[config.mk]
export PLATFORM = sky130hd
export DESIGN_NAME = unidade_controle_multiciclo_flat
export DESIGN_NICKNAME = d
export VERILOG_FILES = /design/src/rtl/processador_pkg.sv /design/src/rtl/unidade_controle_multiciclo_if.sv /design/src/rtl/unidade_controle_multiciclo_mem_wait_timer.sv /design/src/rtl/unidade_controle_multiciclo.sv /design/src/flat_wrapper.sv
export SDC_FILE = /design/constraint.sdc
export NUM_CORES = 1
export LEC_CHECK = 0
export CORE_UTILIZATION = 51
export CTS_CLUSTER_DIAMETER = 80
export DETAILED_ROUTE_END_ITERATION = 7
export GPL_ROUTABILITY_DRIVEN = 0
export GPL_TIMING_DRIVEN = 0
export PLACE_DENSITY = 0.86
export SYNTH_ARGS = -nofsm -noshare
export SYNTH_HDL_FRONTEND = slang
export SYNTH_SLANG_ARGS = --single-unit
[constraint.sdc]
create_clock -name clk -period 4.9 [get_ports clk]
set_input_delay 1.47 -clock clk [delete_from_list [all_inputs] [get_ports clk]]
set_output_delay 1.47 -clock clk [all_outputs]
set_load 0.005 [all_outputs]
[src/rtl/processador_pkg.sv]
// Shared encodings for the 8-bit processor control path.
// This includes FSM state codes, opcode/funct fields, ALU operand selects
// and the packed strobe bundle that the sequencer drives each cycle.
package processador_pkg;

   // Sequencer states. Plain constants keep the 3-bit debug encoding explicit.
   localparam logic [2:0] S_IDLE   = 3'd0;
   localparam logic [2:0] S_FETCH  = 3'd1;
   localparam logic [2:0] S_DECODE = 3'd2;
   localparam logic [2:0] S_EXEC   = 3'd3;
   localparam logic [2:0] S_MEM    = 3'd4;
   localparam logic [2:0] S_WB     = 3'd5;
   localparam logic [2:0] S_HALT   = 3'd6;
   localparam logic [2:0] S_ERROR  = 3'd7;

   // Major opcode classes (IR[7:6]).
   localparam logic [1:0] OP_R   = 2'b00;
   localparam logic [1:0] OP_MEM = 2'b01;
   localparam logic [1:0] OP_BR  = 2'b10;
   localparam logic [1:0] OP_J   = 2'b11;

   // Function codes (IR[5:3]) that change sequencing.
   localparam logic [2:0] F_LW   = 3'b000;
   localparam logic [2:0] F_SW   = 3'b001;
   localparam logic [2:0] F_HALT = 3'b111;

   // ALU first operand select.
   localparam logic SRC1_PC    = 1'b0;
   localparam logic SRC1_REG_A = 1'b1;

   // ALU second operand select.
   typedef enum logic [1:0] {
      SRC2_REG_B  = 2'b00,
      SRC2_ONE    = 2'b01,
      SRC2_IMM    = 2'b10,
      SRC2_BR_OFF = 2'b11
   } alu_src2_e;

   // ALU operation select.
   typedef enum logic [1:0] {
      ALU_ADD   = 2'b00,
      ALU_SUB   = 2'b01,
      ALU_FUNCT = 2'b10,
      ALU_IMM   = 2'b11
   } alu_op_e;

   // One cycle's worth of datapath strobes.
   typedef struct packed {
      logic      pc_write;
      logic      ir_write;
      logic      reg_write;
      logic      mem_read;
      logic      mem_write;
      logic      mem_to_reg;
      logic      alu_src1;
      alu_src2_e alu_src2;
      alu_op_e   alu_op;
      logic      jump;
   } ctrl_t;

   function automatic logic is_load(input logic [1:0] op, input logic [2:0] fn);
      return (op == OP_MEM) && (fn == F_LW);
   endfunction

   function automatic logic is_store(input logic [1:0] op, input logic [2:0] fn);
      return (op == OP_MEM) && (fn == F_SW);
   endfunction

endpackage

[src/rtl/unidade_controle_multiciclo_if.sv]
// Bundle between the multicycle sequencer and the datapath/memory port.
// The sequencer uses the master view; the datapath uses the slave view.
interface unidade_controle_multiciclo_if #(
   parameter int CNT_W = 16
);
   // Instruction fields and status coming from the datapath / memory
   logic [1:0]       opcode;
   logic [2:0]       funct;
   logic             zero;
   logic             mem_ready;
   // Strobes and status going to the datapath / memory
   logic             pc_write;
   logic             ir_write;
   logic             reg_write;
   logic             mem_read;
   logic             mem_write;
   logic             mem_to_reg;
   logic             alu_src1;
   logic [1:0]       alu_src2;
   logic [1:0]       alu_op;
   logic             jump;
   logic [2:0]       state;
   logic             halted;
   logic             error;
   logic [CNT_W-1:0] instr_count;

   modport master (
      input  opcode, funct, zero, mem_ready,
      output pc_write, ir_write, reg_write, mem_read, mem_write, mem_to_reg,
             alu_src1, alu_src2, alu_op, jump, state, halted, error, instr_count
   );

   modport slave (
      output opcode, funct, zero, mem_ready,
      input  pc_write, ir_write, reg_write, mem_read, mem_write, mem_to_reg,
             alu_src1, alu_src2, alu_op, jump, state, halted, error, instr_count
   );
endinterface

[src/rtl/unidade_controle_multiciclo_mem_wait_timer.sv]
// Counts consecutive cycles spent waiting on the shared memory port.
// timeout flags the waiting cycle whose increment would reach MEM_TIMEOUT,
// so the sequencer can leave for ERROR on that same edge.
module mem_wait_timer #(
   parameter int MEM_TIMEOUT = 15
) (
   input  logic clk,
   input  logic rst_n,
   input  logic clear,
   input  logic inc,
   output logic timeout
);

   localparam logic [3:0] LAST_WAIT = 4'(MEM_TIMEOUT - 1);

   logic [3:0] count_q;
   logic [3:0] count_d;

   // Next count: clear wins, otherwise count waits without wrapping.
   always_comb begin
      // NOTE: assign a default first so every path writes count_d; otherwise a latch is inferred.
      count_d = count_q;
      if (clear) begin
         count_d = '0;
      end else if (inc && (count_q != 4'hF)) begin
         count_d = count_q + 4'd1;
      end
   end

   assign timeout = inc && !clear && (count_q == LAST_WAIT);

   // Wait counter register.
   always_ff @(posedge clk or negedge rst_n) begin
      if (!rst_n) begin
         count_q <= '0;
      end else begin
         // NOTE: sequential state uses non-blocking assignment so all flops update together at the edge.
         count_q <= count_d;
      end
   end

endmodule

[src/rtl/unidade_controle_multiciclo.sv]
// Multicycle control sequencer for the 8-bit processor.
// Each instruction moves through FETCH, DECODE, EXEC, MEM and WB, and one
// strobe set is issued per cycle. Memory accesses wait on mem_ready and are
// bounded by a timeout that parks the FSM in ERROR until reset.
module unidade_controle_multiciclo
   import processador_pkg::*;
#(
   parameter int MEM_TIMEOUT = 15,
   parameter int CNT_W       = 16
) (
   input logic                         clk,
   input logic                         rst_n,
   unidade_controle_multiciclo_if.master bus
);

   logic [2:0]       state_q;
   logic [2:0]       state_d;
   logic [CNT_W-1:0] cnt_q;
   logic [CNT_W-1:0] cnt_d;
   logic             retire;
   ctrl_t            ctrl;

   logic             wait_active;
   logic             wait_clear;
   logic             wait_inc;
   logic             wait_timeout;

   logic             op_load;
   logic             op_store;
   logic             op_jump;
   logic             op_halt;

   assign op_load  = is_load(bus.opcode, bus.funct);
   assign op_store = is_store(bus.opcode, bus.funct);
   assign op_jump  = (bus.opcode == OP_J) && (bus.funct != F_HALT);
   assign op_halt  = (bus.opcode == OP_J) && (bus.funct == F_HALT);

   // The counter only runs in the two memory-waiting states. Being anywhere
   // else holds it at zero, which gives a clean start on entry to FETCH/MEM.
   assign wait_active = (state_q == S_FETCH) || (state_q == S_MEM);
   assign wait_clear  = !wait_active || bus.mem_ready;
   assign wait_inc    = wait_active && !bus.mem_ready;

   mem_wait_timer #(
      .MEM_TIMEOUT (MEM_TIMEOUT)
   ) u_wait_timer (
      .clk     (clk),
      .rst_n   (rst_n),
      .clear   (wait_clear),
      .inc     (wait_inc),
      .timeout (wait_timeout)
   );

   // Next-state selection and retire detection.
   always_comb begin
      state_d = state_q;
      retire  = 1'b0;
      case (state_q)
         S_IDLE: begin
            state_d = S_FETCH;
         end
         S_FETCH: begin
            // A completing access beats a timeout landing on the same cycle.
            if (bus.mem_ready) begin
               state_d = S_DECODE;
            end else if (wait_timeout) begin
               state_d = S_ERROR;
            end
         end
         S_DECODE: begin
            if (op_halt) begin
               state_d = S_HALT;
               retire  = 1'b1;
            end else if (op_jump) begin
               state_d = S_FETCH;
               retire  = 1'b1;
            end else begin
               state_d = S_EXEC;
            end
         end
         S_EXEC: begin
            case (bus.opcode)
               OP_R:    state_d = S_WB;
               OP_MEM:  state_d = (op_load || op_store) ? S_MEM : S_WB;
               default: begin
                  // Branches finish here; jumps never reach EXEC.
                  state_d = S_FETCH;
                  retire  = 1'b1;
               end
            endcase
         end
         S_MEM: begin
            if (bus.mem_ready) begin
               if (op_store) begin
                  state_d = S_FETCH;
                  retire  = 1'b1;
               end else begin
                  state_d = S_WB;
               end
            end else if (wait_timeout) begin
               state_d = S_ERROR;
            end
         end
         S_WB: begin
            state_d = S_FETCH;
            retire  = 1'b1;
         end
         default: begin
            // HALT and ERROR are sticky until reset.
            state_d = state_q;
         end
      endcase
   end

   // Per-state strobe decode; memory and branch outcomes also depend on inputs.
   always_comb begin
      ctrl = '0;
      case (state_q)
         S_FETCH: begin
            ctrl.mem_read = 1'b1;
            ctrl.alu_src1 = SRC1_PC;
            ctrl.alu_src2 = SRC2_ONE;
            ctrl.alu_op   = ALU_ADD;
            ctrl.ir_write = bus.mem_ready;
            ctrl.pc_write = bus.mem_ready;
         end
         S_DECODE: begin
            ctrl.jump     = op_jump;
            ctrl.pc_write = op_jump;
         end
         S_EXEC: begin
            ctrl.alu_src1 = SRC1_REG_A;
            case (bus.opcode)
               OP_R: begin
                  ctrl.alu_src2 = SRC2_REG_B;
                  ctrl.alu_op   = ALU_FUNCT;
               end
               OP_MEM: begin
                  ctrl.alu_src2 = SRC2_IMM;
                  ctrl.alu_op   = (op_load || op_store) ? ALU_ADD : ALU_IMM;
               end
               default: begin
                  // funct[0] selects beq (0) or bne (1).
                  ctrl.alu_src2 = SRC2_REG_B;
                  ctrl.alu_op   = ALU_SUB;
                  ctrl.pc_write = bus.zero ^ bus.funct[0];
               end
            endcase
         end
         S_MEM: begin
            ctrl.mem_read  = op_load;
            ctrl.mem_write = op_store;
         end
         S_WB: begin
            ctrl.reg_write  = 1'b1;
            ctrl.mem_to_reg = op_load;
         end
         default: begin
            ctrl = '0;
         end
      endcase
   end

   // Retired-instruction count saturates at all-ones.
   always_comb begin
      cnt_d = cnt_q;
      if (retire && (cnt_q != {CNT_W{1'b1}})) begin
         cnt_d = cnt_q + CNT_W'(1);
      end
   end

   // State and retire counter registers; reset drops every strobe at once.
   always_ff @(posedge clk or negedge rst_n) begin
      if (!rst_n) begin
         state_q <= S_IDLE;
         cnt_q   <= '0;
      end else begin
         state_q <= state_d;
         cnt_q   <= cnt_d;
      end
   end

   assign bus.pc_write    = ctrl.pc_write;
   assign bus.ir_write    = ctrl.ir_write;
   assign bus.reg_write   = ctrl.reg_write;
   assign bus.mem_read    = ctrl.mem_read;
   assign bus.mem_write   = ctrl.mem_write;
   assign bus.mem_to_reg  = ctrl.mem_to_reg;
   assign bus.alu_src1    = ctrl.alu_src1;
   assign bus.alu_src2    = ctrl.alu_src2;
   assign bus.alu_op      = ctrl.alu_op;
   assign bus.jump        = ctrl.jump;
   assign bus.state       = state_q;
   assign bus.halted      = (state_q == S_HALT);
   assign bus.error       = (state_q == S_ERROR);
   assign bus.instr_count = cnt_q;

endmodule

[src/flat_wrapper.sv]
// flat-port wrapper written by rule: the top's interface ports become plain ports
module unidade_controle_multiciclo_flat import processador_pkg::*;
#(
   parameter int MEM_TIMEOUT = 15,
   parameter int CNT_W       = 16
)
  (clk, rst_n, bus_opcode, bus_funct, bus_zero, bus_mem_ready, bus_pc_write, bus_ir_write, bus_reg_write, bus_mem_read, bus_mem_write, bus_mem_to_reg, bus_alu_src1, bus_alu_src2, bus_alu_op, bus_jump, bus_state, bus_halted, bus_error, bus_instr_count);
  unidade_controle_multiciclo_if #(.CNT_W(CNT_W)) bus_i ();
  input logic clk;
  input logic rst_n;
  input wire logic [$bits(bus_i.opcode)-1:0] bus_opcode;
  input wire logic [$bits(bus_i.funct)-1:0] bus_funct;
  input wire logic [$bits(bus_i.zero)-1:0] bus_zero;
  input wire logic [$bits(bus_i.mem_ready)-1:0] bus_mem_ready;
  output wire logic [$bits(bus_i.pc_write)-1:0] bus_pc_write;
  output wire logic [$bits(bus_i.ir_write)-1:0] bus_ir_write;
  output wire logic [$bits(bus_i.reg_write)-1:0] bus_reg_write;
  output wire logic [$bits(bus_i.mem_read)-1:0] bus_mem_read;
  output wire logic [$bits(bus_i.mem_write)-1:0] bus_mem_write;
  output wire logic [$bits(bus_i.mem_to_reg)-1:0] bus_mem_to_reg;
  output wire logic [$bits(bus_i.alu_src1)-1:0] bus_alu_src1;
  output wire logic [$bits(bus_i.alu_src2)-1:0] bus_alu_src2;
  output wire logic [$bits(bus_i.alu_op)-1:0] bus_alu_op;
  output wire logic [$bits(bus_i.jump)-1:0] bus_jump;
  output wire logic [$bits(bus_i.state)-1:0] bus_state;
  output wire logic [$bits(bus_i.halted)-1:0] bus_halted;
  output wire logic [$bits(bus_i.error)-1:0] bus_error;
  output wire logic [$bits(bus_i.instr_count)-1:0] bus_instr_count;
  assign bus_i.opcode = bus_opcode;
  assign bus_i.funct = bus_funct;
  assign bus_i.zero = bus_zero;
  assign bus_i.mem_ready = bus_mem_ready;
  assign bus_pc_write = bus_i.pc_write;
  assign bus_ir_write = bus_i.ir_write;
  assign bus_reg_write = bus_i.reg_write;
  assign bus_mem_read = bus_i.mem_read;
  assign bus_mem_write = bus_i.mem_write;
  assign bus_mem_to_reg = bus_i.mem_to_reg;
  assign bus_alu_src1 = bus_i.alu_src1;
  assign bus_alu_src2 = bus_i.alu_src2;
  assign bus_alu_op = bus_i.alu_op;
  assign bus_jump = bus_i.jump;
  assign bus_state = bus_i.state;
  assign bus_halted = bus_i.halted;
  assign bus_error = bus_i.error;
  assign bus_instr_count = bus_i.instr_count;
  unidade_controle_multiciclo #(.MEM_TIMEOUT(MEM_TIMEOUT), .CNT_W(CNT_W)) u_core (.clk(clk), .rst_n(rst_n), .bus(bus_i));
endmodule
### Yosys cells after proc, flatten, opt, wreduce, memory -nomap -nowiden

Index checks and enable logic that the tools add are counted.

| storage, ports and cells | value |
|---|---|
| flip-flop bits (word level) | 23 |
| logic and storage cells | 71 |
| output and inout bits | 33 |
| input port bits | 9 |

| operators by class | value |
|---|---|
| eq/ne operators | 15 |
| reduce and logical (&&, ||, !) cells | 22 |
| multiplexer cells | 28 |
| add/subtract/negate cells | 2 |
| bitwise operators | 1 |

Operator list:

| cell | number |
|---|---|
| adder 16 x 1 -> 16 bit, second input constant | 1 |
| inequality test 16 bit, second input constant | 1 |
| == test 3 bit, second input constant | 5 |
| 2-to-1 mux 3 bit | 5 |
| one-hot mux 3 bit (5 select lines) | 1 |
| 2-to-1 mux 1 bit | 12 |
| one-hot mux 5 bit (2 select lines) | 1 |
| logical AND 1 bit | 9 |
| 2-to-1 mux 4 bit | 2 |
| one-hot mux 4 bit (2 select lines) | 1 |
| == test 3 x 1 -> 1 bit, second input constant | 2 |
| == test 3 x 2 -> 1 bit, second input constant | 2 |
| zero test 3 bit | 2 |
| one-hot mux 3 bit (2 select lines) | 1 |
| nonzero test 5 bit | 1 |
| adder 4 x 1 -> 4 bit, second input constant | 1 |
| == test 4 bit, second input constant | 1 |
| 2-to-1 mux 2 bit | 2 |
| inequality test 4 bit, second input constant | 1 |
| one-hot mux 1 bit (4 select lines) | 1 |
| OR reduction 2 bit | 2 |
| zero test 1 bit | 3 |
| logical OR 1 bit | 3 |
| inequality test 3 bit, second input constant | 1 |
| other kinds (7) | 7 |

### Longest topological paths before layout

| depth | value |
|---|---|
| depth in word-level cells | 10 |
| mapped depth | 7 |
| gate-level depth less buffers | 7 |

### Hierarchy

A second synthesis with hierarchy kept.

| second synthesis, totals | value |
|---|---|
| cells, all modules | 153 |
| area, all modules | 1502.7 sq um |

Modules (own cells, without submodules):

| module | times used | area an instance (sq um) | sequential area each (sq um) | cells an instance |
|---|---|---|---|---|
| unidade_controle_multiciclo | 1 | 1248.7 | 475.5 | 129 |
| mem_wait_timer | 1 | 254.0 | 100.1 | 24 |

### Worst setup path before layout

No wires, ideal clock.

| path | value |
|---|---|
| path type | input -> output |
| start point | input bus_opcode[1] |
| end point | output bus_mem_read |
| arrival time | 2454 ps |
| buffers on the path | 1 |
| required time | 3430 ps |
| stages on the path | 4 |
| path slack | 976 ps |
| cell sequence | buf_6 > nor4b_4 > or2b_1 > o32ai_1 |

| between the ends | value |
|---|---|
| word-level cells in the longest chain between the ends | 3 |

RTL lines:

| item | line | source |
|---|---|---|
| start, declared | flat_wrapper.sv:11 | `input wire logic [$bits(bus_i.opcode)-1:0] bus_opcode;` |
| == test 2 x 1 -> 1 bit | processador_pkg.sv:62 | `return (op == OP_MEM) && (fn == F_LW);` |
| logical AND 1 bit | processador_pkg.sv:62 |  |
| one-hot mux 1 bit (2 select lines) | unidade_controle_multiciclo.sv:118 | `case (state_q)` |
| end, declared | flat_wrapper.sv:18 | `output wire logic [$bits(bus_i.mem_read)-1:0] bus_mem_read;` |

Every way passes these cells.

### Final worst setup path

| path | value |
|---|---|
| start point | input bus_funct[1] |
| end point | output bus_mem_read |

| between the ends | value |
|---|---|
| word-level cells in the longest chain between the ends | 3 |

RTL lines:

| item | line | source |
|---|---|---|
| start, declared | flat_wrapper.sv:12 | `input wire logic [$bits(bus_i.funct)-1:0] bus_funct;` |
| zero test 3 bit | processador_pkg.sv:62 |  |
| logical AND 1 bit | processador_pkg.sv:62 |  |
| one-hot mux 1 bit (2 select lines) | unidade_controle_multiciclo.sv:118 |  |

Every way passes these cells.

==> flow_metrics.tcl <==
set metrics [dict create \
    layout-drive-gt1-share_pct 7.51 \
    cts_buffer_depth 2 \
    p_int_mw 0.478 \
    yosysWarningCount 0 \
    p_total_mw 0.784 \
    synthDistinctLibCells 44 \
    slew_headroom_pct 33.7 \
    min_period_ns 4.73 \
    period_share_pct 96.5 \
    cts_hold_buffers 0 \
    ioPinCount 42 \
    ys_seq_area_share_pct 38.1 \
    skew_ns 0.00724 \
    worst_slew_pin_slew_ns 0.992 \
    layoutNonFillerInstCount 244 \
    hpwl_um 2600 \
    power_leakage_nw 0.813 \
    core_um2 2780 \
    critPathTopFamily "buffers and inverters" \
    die-area_um2 3180 \
    synth_nets 182 \
    rows 19 \
    hold_path_class "register to register" \
    dpl.cell_count 239 \
    grt_max_degree 24 \
    clockPowerShare_pct 10.7 \
    setup_viol 0 \
    clkLatencyLatePin_ns 0.30 \
    path_buf_inv 2 \
    combPwrFrac_pct 55.9 \
    die_h_um 56.4 \
    synth-edff-count 0 \
    yosys_most_used_dff "dfrtp_1" \
    syn_area_per_cell_um2 8.99 \
    grt_usage_pct 24.1 \
    cp.arrival_ns 3.26 \
    cts_htree_levels 1 \
    cts_tree "yes" \
    nNetsFinal 228 \
    crit_path_end_kind "primary output" \
    initial_core_util_pct 54.3 \
    antenna_found_initial 0 \
    area_growth_pct 31.6 \
    p_sw_mw 0.306 \
    worstPathRequired_ns 3.43 \
    ir_worst_vdd_mv 0.355 \
    crit_path_start_kind "primary input" \
    die_w_um 56.4 \
    worst_slack_ns 0.174 \
    grt_pass1_vias 1381 \
    path_common_cell "clkdlybuf4s50_1" \
    ant_nets 0 \
    numCtsBuffers 3 \
    slowest_stage "clkdlybuf4s50_1" \
    p_sw_share_pct 39.0 \
    cp_max_fo 2 \
    drt_iter0_markers 68 \
    synth_top_cells_by_area "dfrtp_1, xnor2_1, nand3_1, ha_1, nand4_1" \
    final_util_pct 71.4 \
    cts_num_sinks 23 \
    portBuffers 40 \
    synth_cells 168 \
    firstDrtPassIters 4 \
    viasPerCell 5.74 \
    finalMaxSlewViolations 0 \
    synth_top_area_share_pct 38.1 \
    hold_violations 0 \
    crit_chain "clkdlybuf4s50_1 > nor4b_4 > or2b_1 > o32ai_1 > clkdlybuf4s50_1" \
    synth_top_area_cell "dfrtp_1" \
    drv_cap 0 \
    wl_per_cell_um 13.7 \
    route.vias.total 1401 \
    rsz0062_at_grt "no" \
    overflow 0 \
    fmax_mhz 212 \
    path_clk_slew_ns 0.11 \
    powerDensity_nw_per_um2 395 \
    status "finished clean" \
    drc 0 \
    worst-setup-path-type "primary input to primary output" \
    num-fill-cells 215 \
    cp_slowest_stage_delay_ns 0.54 \
    ys_ff_latch 23 \
    ys_async_sr_fraction_pct 100 \
    drt-total-wl_um 3340 \
    place_ws_ns -0.0102 \
    antenna_cells 0 \
    pwr-share-seq_pct 33.4 \
    grt_pass1_wl_um 6160 \
    synth.cell_area_um2 1510 \
    root_buffer "clkbuf_4" \
]
through the flow:
step	setup TNS, ns	area (um^2)	hold WS (ns)
2_1_floorplan	0	1510	0.481
5_1_grt	0	1990	0.534
6_report	0	1990	0.514
4_1_cts	0	1980	0.522
3_3_place_gp	0	1950	0.477
3_5_place_dp	-0.0102	1950	0.499
worst paths after layout:
kind | from | end | slack, ns | cells after the start
max | bus_funct[1] | bus_mem_read | 0.17 | 5
min | u_core.bus.instr_count[10] | u_core.bus.instr_count[10] | 0.51 | 1
max reg2reg | u_core.bus.state[1] | u_core.bus.instr_count[1] | 2.85 | 6
min reg2reg | u_core.bus.instr_count[10] | u_core.bus.instr_count[10] | 0.51 | 1
max in group asynchronous | rst_n | u_core.bus.instr_count[11] | 2.60 | 1
min in group asynchronous | rst_n | u_core.bus.instr_count[5] | 1.70 | 1
registers in the layout (all words and copies together), names as in the netlist:
register and count:
u_core.bus.instr_count 16, u_core.bus.state 3, u_core.u_wait_timer.count_q 4
logic make-up after synthesis:
family | synth area share (%)
AND/OR/NAND/NOR | 30.2
multiplexers | 2.40
AO/OA/AOI/OAI | 10.9
flip-flops | 38.1
adder cells (fa/ha/maj) | 4.14
XOR/XNOR | 9.28
buffers and inverters | 4.89
timing repair:
action	4_1_cts	5_1_grt
setup endpoints to repair	1	1
endpoints found under the hold margin	0	0
resized for setup	0	1
setup buffers	1	0
power by group through the flow:
| stage | registers (mW) | clock network [mW] | logic [mW] |
|---|---|---|---|
| 2_1_floorplan | 0.259 | 0 | 0.257 |
| 3_3_place_gp | 0.261 | 0 | 0.422 |
| 3_5_place_dp | 0.264 | 0 | 0.435 |
| 4_1_cts | 0.261 | 0.0874 | 0.437 |
| 5_1_grt | 0.267 | 0.0968 | 0.483 |
| 6_report | 0.262 | 0.0839 | 0.439 |
placed cells by master, fill, tap and decap left out, types with 2 or more instances in the layout:
master | netlist | final
o21a_1 | 2 | 2
nand3_1 | 15 | 15
ha_1 | 5 | 5
nand4_1 | 9 | 9
a211oi_1 | 2 | 2
nor3_1 | 11 | 11
o21ai_0 | 4 | 4
dfrtp_1 | 23 | 23
xnor2_1 | 15 | 15
nand2_1 | 10 | 10
a21oi_1 | 4 | 4
nand3b_1 | 2 | 2
clkbuf_1 | 2 | 2
nand2b_1 | 4 | 4
clkdlybuf4s50_1 | 0 | 39
inv_1 | 8 | 8
buf_6 | 2 | 2
nor2_1 | 15 | 15
nor2b_1 | 3 | 3
and3_1 | 6 | 6
clkbuf_4 | 0 | 3
or2_2 | 2 | 2
per-layer routing:
| metal | track usage, % | share of wire [%] | vias to the layer above |
|---|---|---|---|
| met5 | 0 | 0 | - |
| met4 | 7.67 | 0.39 | 0 |
| met3 | 6.22 | 6.2 | 2 |
| met2 | 41.3 | 51 | 57 |
| met1 | 29.6 | 42 | 648 |
| li1 | - | - | 694 |
cell usage after synthesis (all sizes together) (2+ instances only):
| cell type | count |
|---|---|
| clkbuf | 3 |
| nand3 | 15 |
| nand2 | 10 |
| ha | 5 |
| inv | 8 |
| nor3 | 11 |
| or2 | 2 |
| nor2 | 15 |
| o21a | 2 |
| a211oi | 2 |
| o21ai | 4 |
| xnor2 | 15 |
| nand2b | 4 |
| nor2b | 3 |
| dfrtp | 23 |
| nand4 | 9 |
| mux2 | 2 |
| nand3b | 2 |
| and3 | 6 |
| buf | 4 |
| a21oi | 5 |
area by class of cell:
cell class                 instances  area (um^2)  share of cell area [%]
clock inverter                     1         5.00                   0.252
multi-input combinational        130          861                    43.3
tap                               31         38.8                    1.95
inverter                           8         30.0                    1.51
clock buffer                       3         22.5                    1.13
sequential                        23          576                    29.0
timing repair buffer              41          410                    20.7
buffer                             7         43.8                    2.20
No activity file was read; power rests on OpenSTA's default activity.
==> RTL edit: new RTL, same flow settings <==
Reset style: synchronous (`rst_n`), changed in 2 clocked blocks.
--- a/src/rtl/unidade_controle_multiciclo_mem_wait_timer.sv
+++ b/src/rtl/unidade_controle_multiciclo_mem_wait_timer.sv
@@ -32,3 +32,3 @@
    // Wait counter register.
-   always_ff @(posedge clk or negedge rst_n) begin
+   always_ff @(posedge clk) begin
       if (!rst_n) begin
--- a/src/rtl/unidade_controle_multiciclo.sv
+++ b/src/rtl/unidade_controle_multiciclo.sv
@@ -172,3 +172,3 @@
    // State and retire counter registers; reset drops every strobe at once.
-   always_ff @(posedge clk or negedge rst_n) begin
+   always_ff @(posedge clk) begin
       if (!rst_n) begin
Check against the original RTL: differs if rst_n is asserted again (counterexample within 4 cycles, from zero or initial values and one cycle with rst_n low); with rst_n held inactive, the same outputs for 10 cycles.
==> RTL edit against the unedited design <==
The run now ends with design-rule violations left. Highest routed layer unchanged. Setup slack worse by 0.085 ns. Synthesized area up 4.3%. Hold slack worse by 0.022 ns. Final area increased by 3.2%. Sequential cell count did not move. Synthesized cell count is 19% higher. Wire length rose by 15%.
Power is not compared: it rests on default switching activity, and its combinational part moved more than twofold at a synthesized area within 25%.
==> RTL edit: results (changes against the unedited design) <==
----------------------------------------------------
[Status]
  Run status ... finished, violations left (was complete, no violations)
  Violations in the final reports ... design-rule violations

[Synthesis]
  Proportion of synthesized chip area in sequential cells ... 29.23% (was 38.11%)
  Per-instance average area after synthesis ... 7.876 um^2 (was 8.989 um^2)
  Post-synth top cells ... dfxtp_1 (23), nand2_1 (18), a21oi_1 (17), nor2_1 (16), or4_1 (11) (was dfrtp_1 (23), nand3_1 (15), nor2_1 (15), xnor2_1 (15), nor3_1 (11))
  Unique masters post-synth ... 48 (was 44)
  Share of flip-flops with an asynchronous set or reset ... 0% (was 100.0%)

[Final layout]
  Total Nets Final ... 260 (was 228)
  Number of buffers outside the clock class in the layout ... 53 (was 48)
  Seq/total area ... 22.45% (was 28.97%)

[Drt]
  Vias/cell ... 6.167 (was 5.742)
  Met3 wire length ... 204 um (was 208 um)
  Count of unresolved DRC violations after routing ... 4 (was 0)
  Routed length per instance ... 13.89 um (was 13.67 um)
  Detail Route met2 WL ... 1.826 mm (was 1.706 mm)

[Hold path]
  Endpoint, Worst Hold ... u_core.bus.instr_count[9] (was u_core.bus.instr_count[10])
  Hold path startpoint ... u_core.bus.instr_count[9] (was u_core.bus.instr_count[10])

[Placed design]
  DP Worst Slack ... -0.1456 ns (was -0.01020 ns)
  Final HPWL from detailed placement ... 2.789 mm (was 2.598 mm)
  DP Area ... 2014 um^2 (was 1949 um^2)

[Setup path]
  Reg-to-reg critical path startpoint ... u_core.bus.state[2] (was u_core.bus.state[1])
  Destination of the worst register-to-register timing path ... u_core.bus.instr_count[12] (was u_core.bus.instr_count[1])
  Reg2Reg Setup Slack ... 2.46 ns (was 2.85 ns)

[Global route]
  GR Layer Usage met1 ... 30.10% (was 29.62%)
  Met2 demand-to-capacity share in global routing ... 45.18% (was 41.33%)
  Number of global-route vias before repair ... 1567 (was 1381)

[Timing]
  Final WS setup ... 0.08910 ns (was 0.1739 ns)
  Skew final ... 0.004451 ns (was 0.007240 ns)

----------------------------------------------------
==> RTL edit: cell types whose count changed in the layout (fill, tap and decap cells not counted), moves of 9 or more <==
cell     change
dfrtp_1     -23
dfxtp_1     +23
or4_1       +11
o31ai_1      +9
xnor2_1     -14
a21oi_1     +13
==> RTL edit: cells by family (layout without fill, tap and decap cells) <==
family / Yosys count / in the layout / share of synthesized area [%]
flops: 23 / 23 / 29.23
buf+inv: 20 / 65 / 5.718
xor+xnor: 2 / 2 / 1.112
simple gates: 95 / 95 / 34.47
fa+ha+maj: 5 / 5 / 3.971
mux: 2 / 2 / 1.271
compound gates: 53 / 53 / 24.23
==> RTL edit: timing repair <==
action,4_1_cts,5_1_grt
endpoints found under the hold margin,0,0
endpoints found under the setup margin,1,1
hold buffers,0,0
buffers inserted,1,0
gates resized for setup,0,1
pin swaps,0,0
==> RTL edit: power by group <==
part           total, uW  leakage (uW)  switching [uW]  internal, uW
logic               88.0      0.000507            42.6          45.4
registers            196      0.000186            5.41           191
clock network       90.1     0.0000150            58.2          31.9
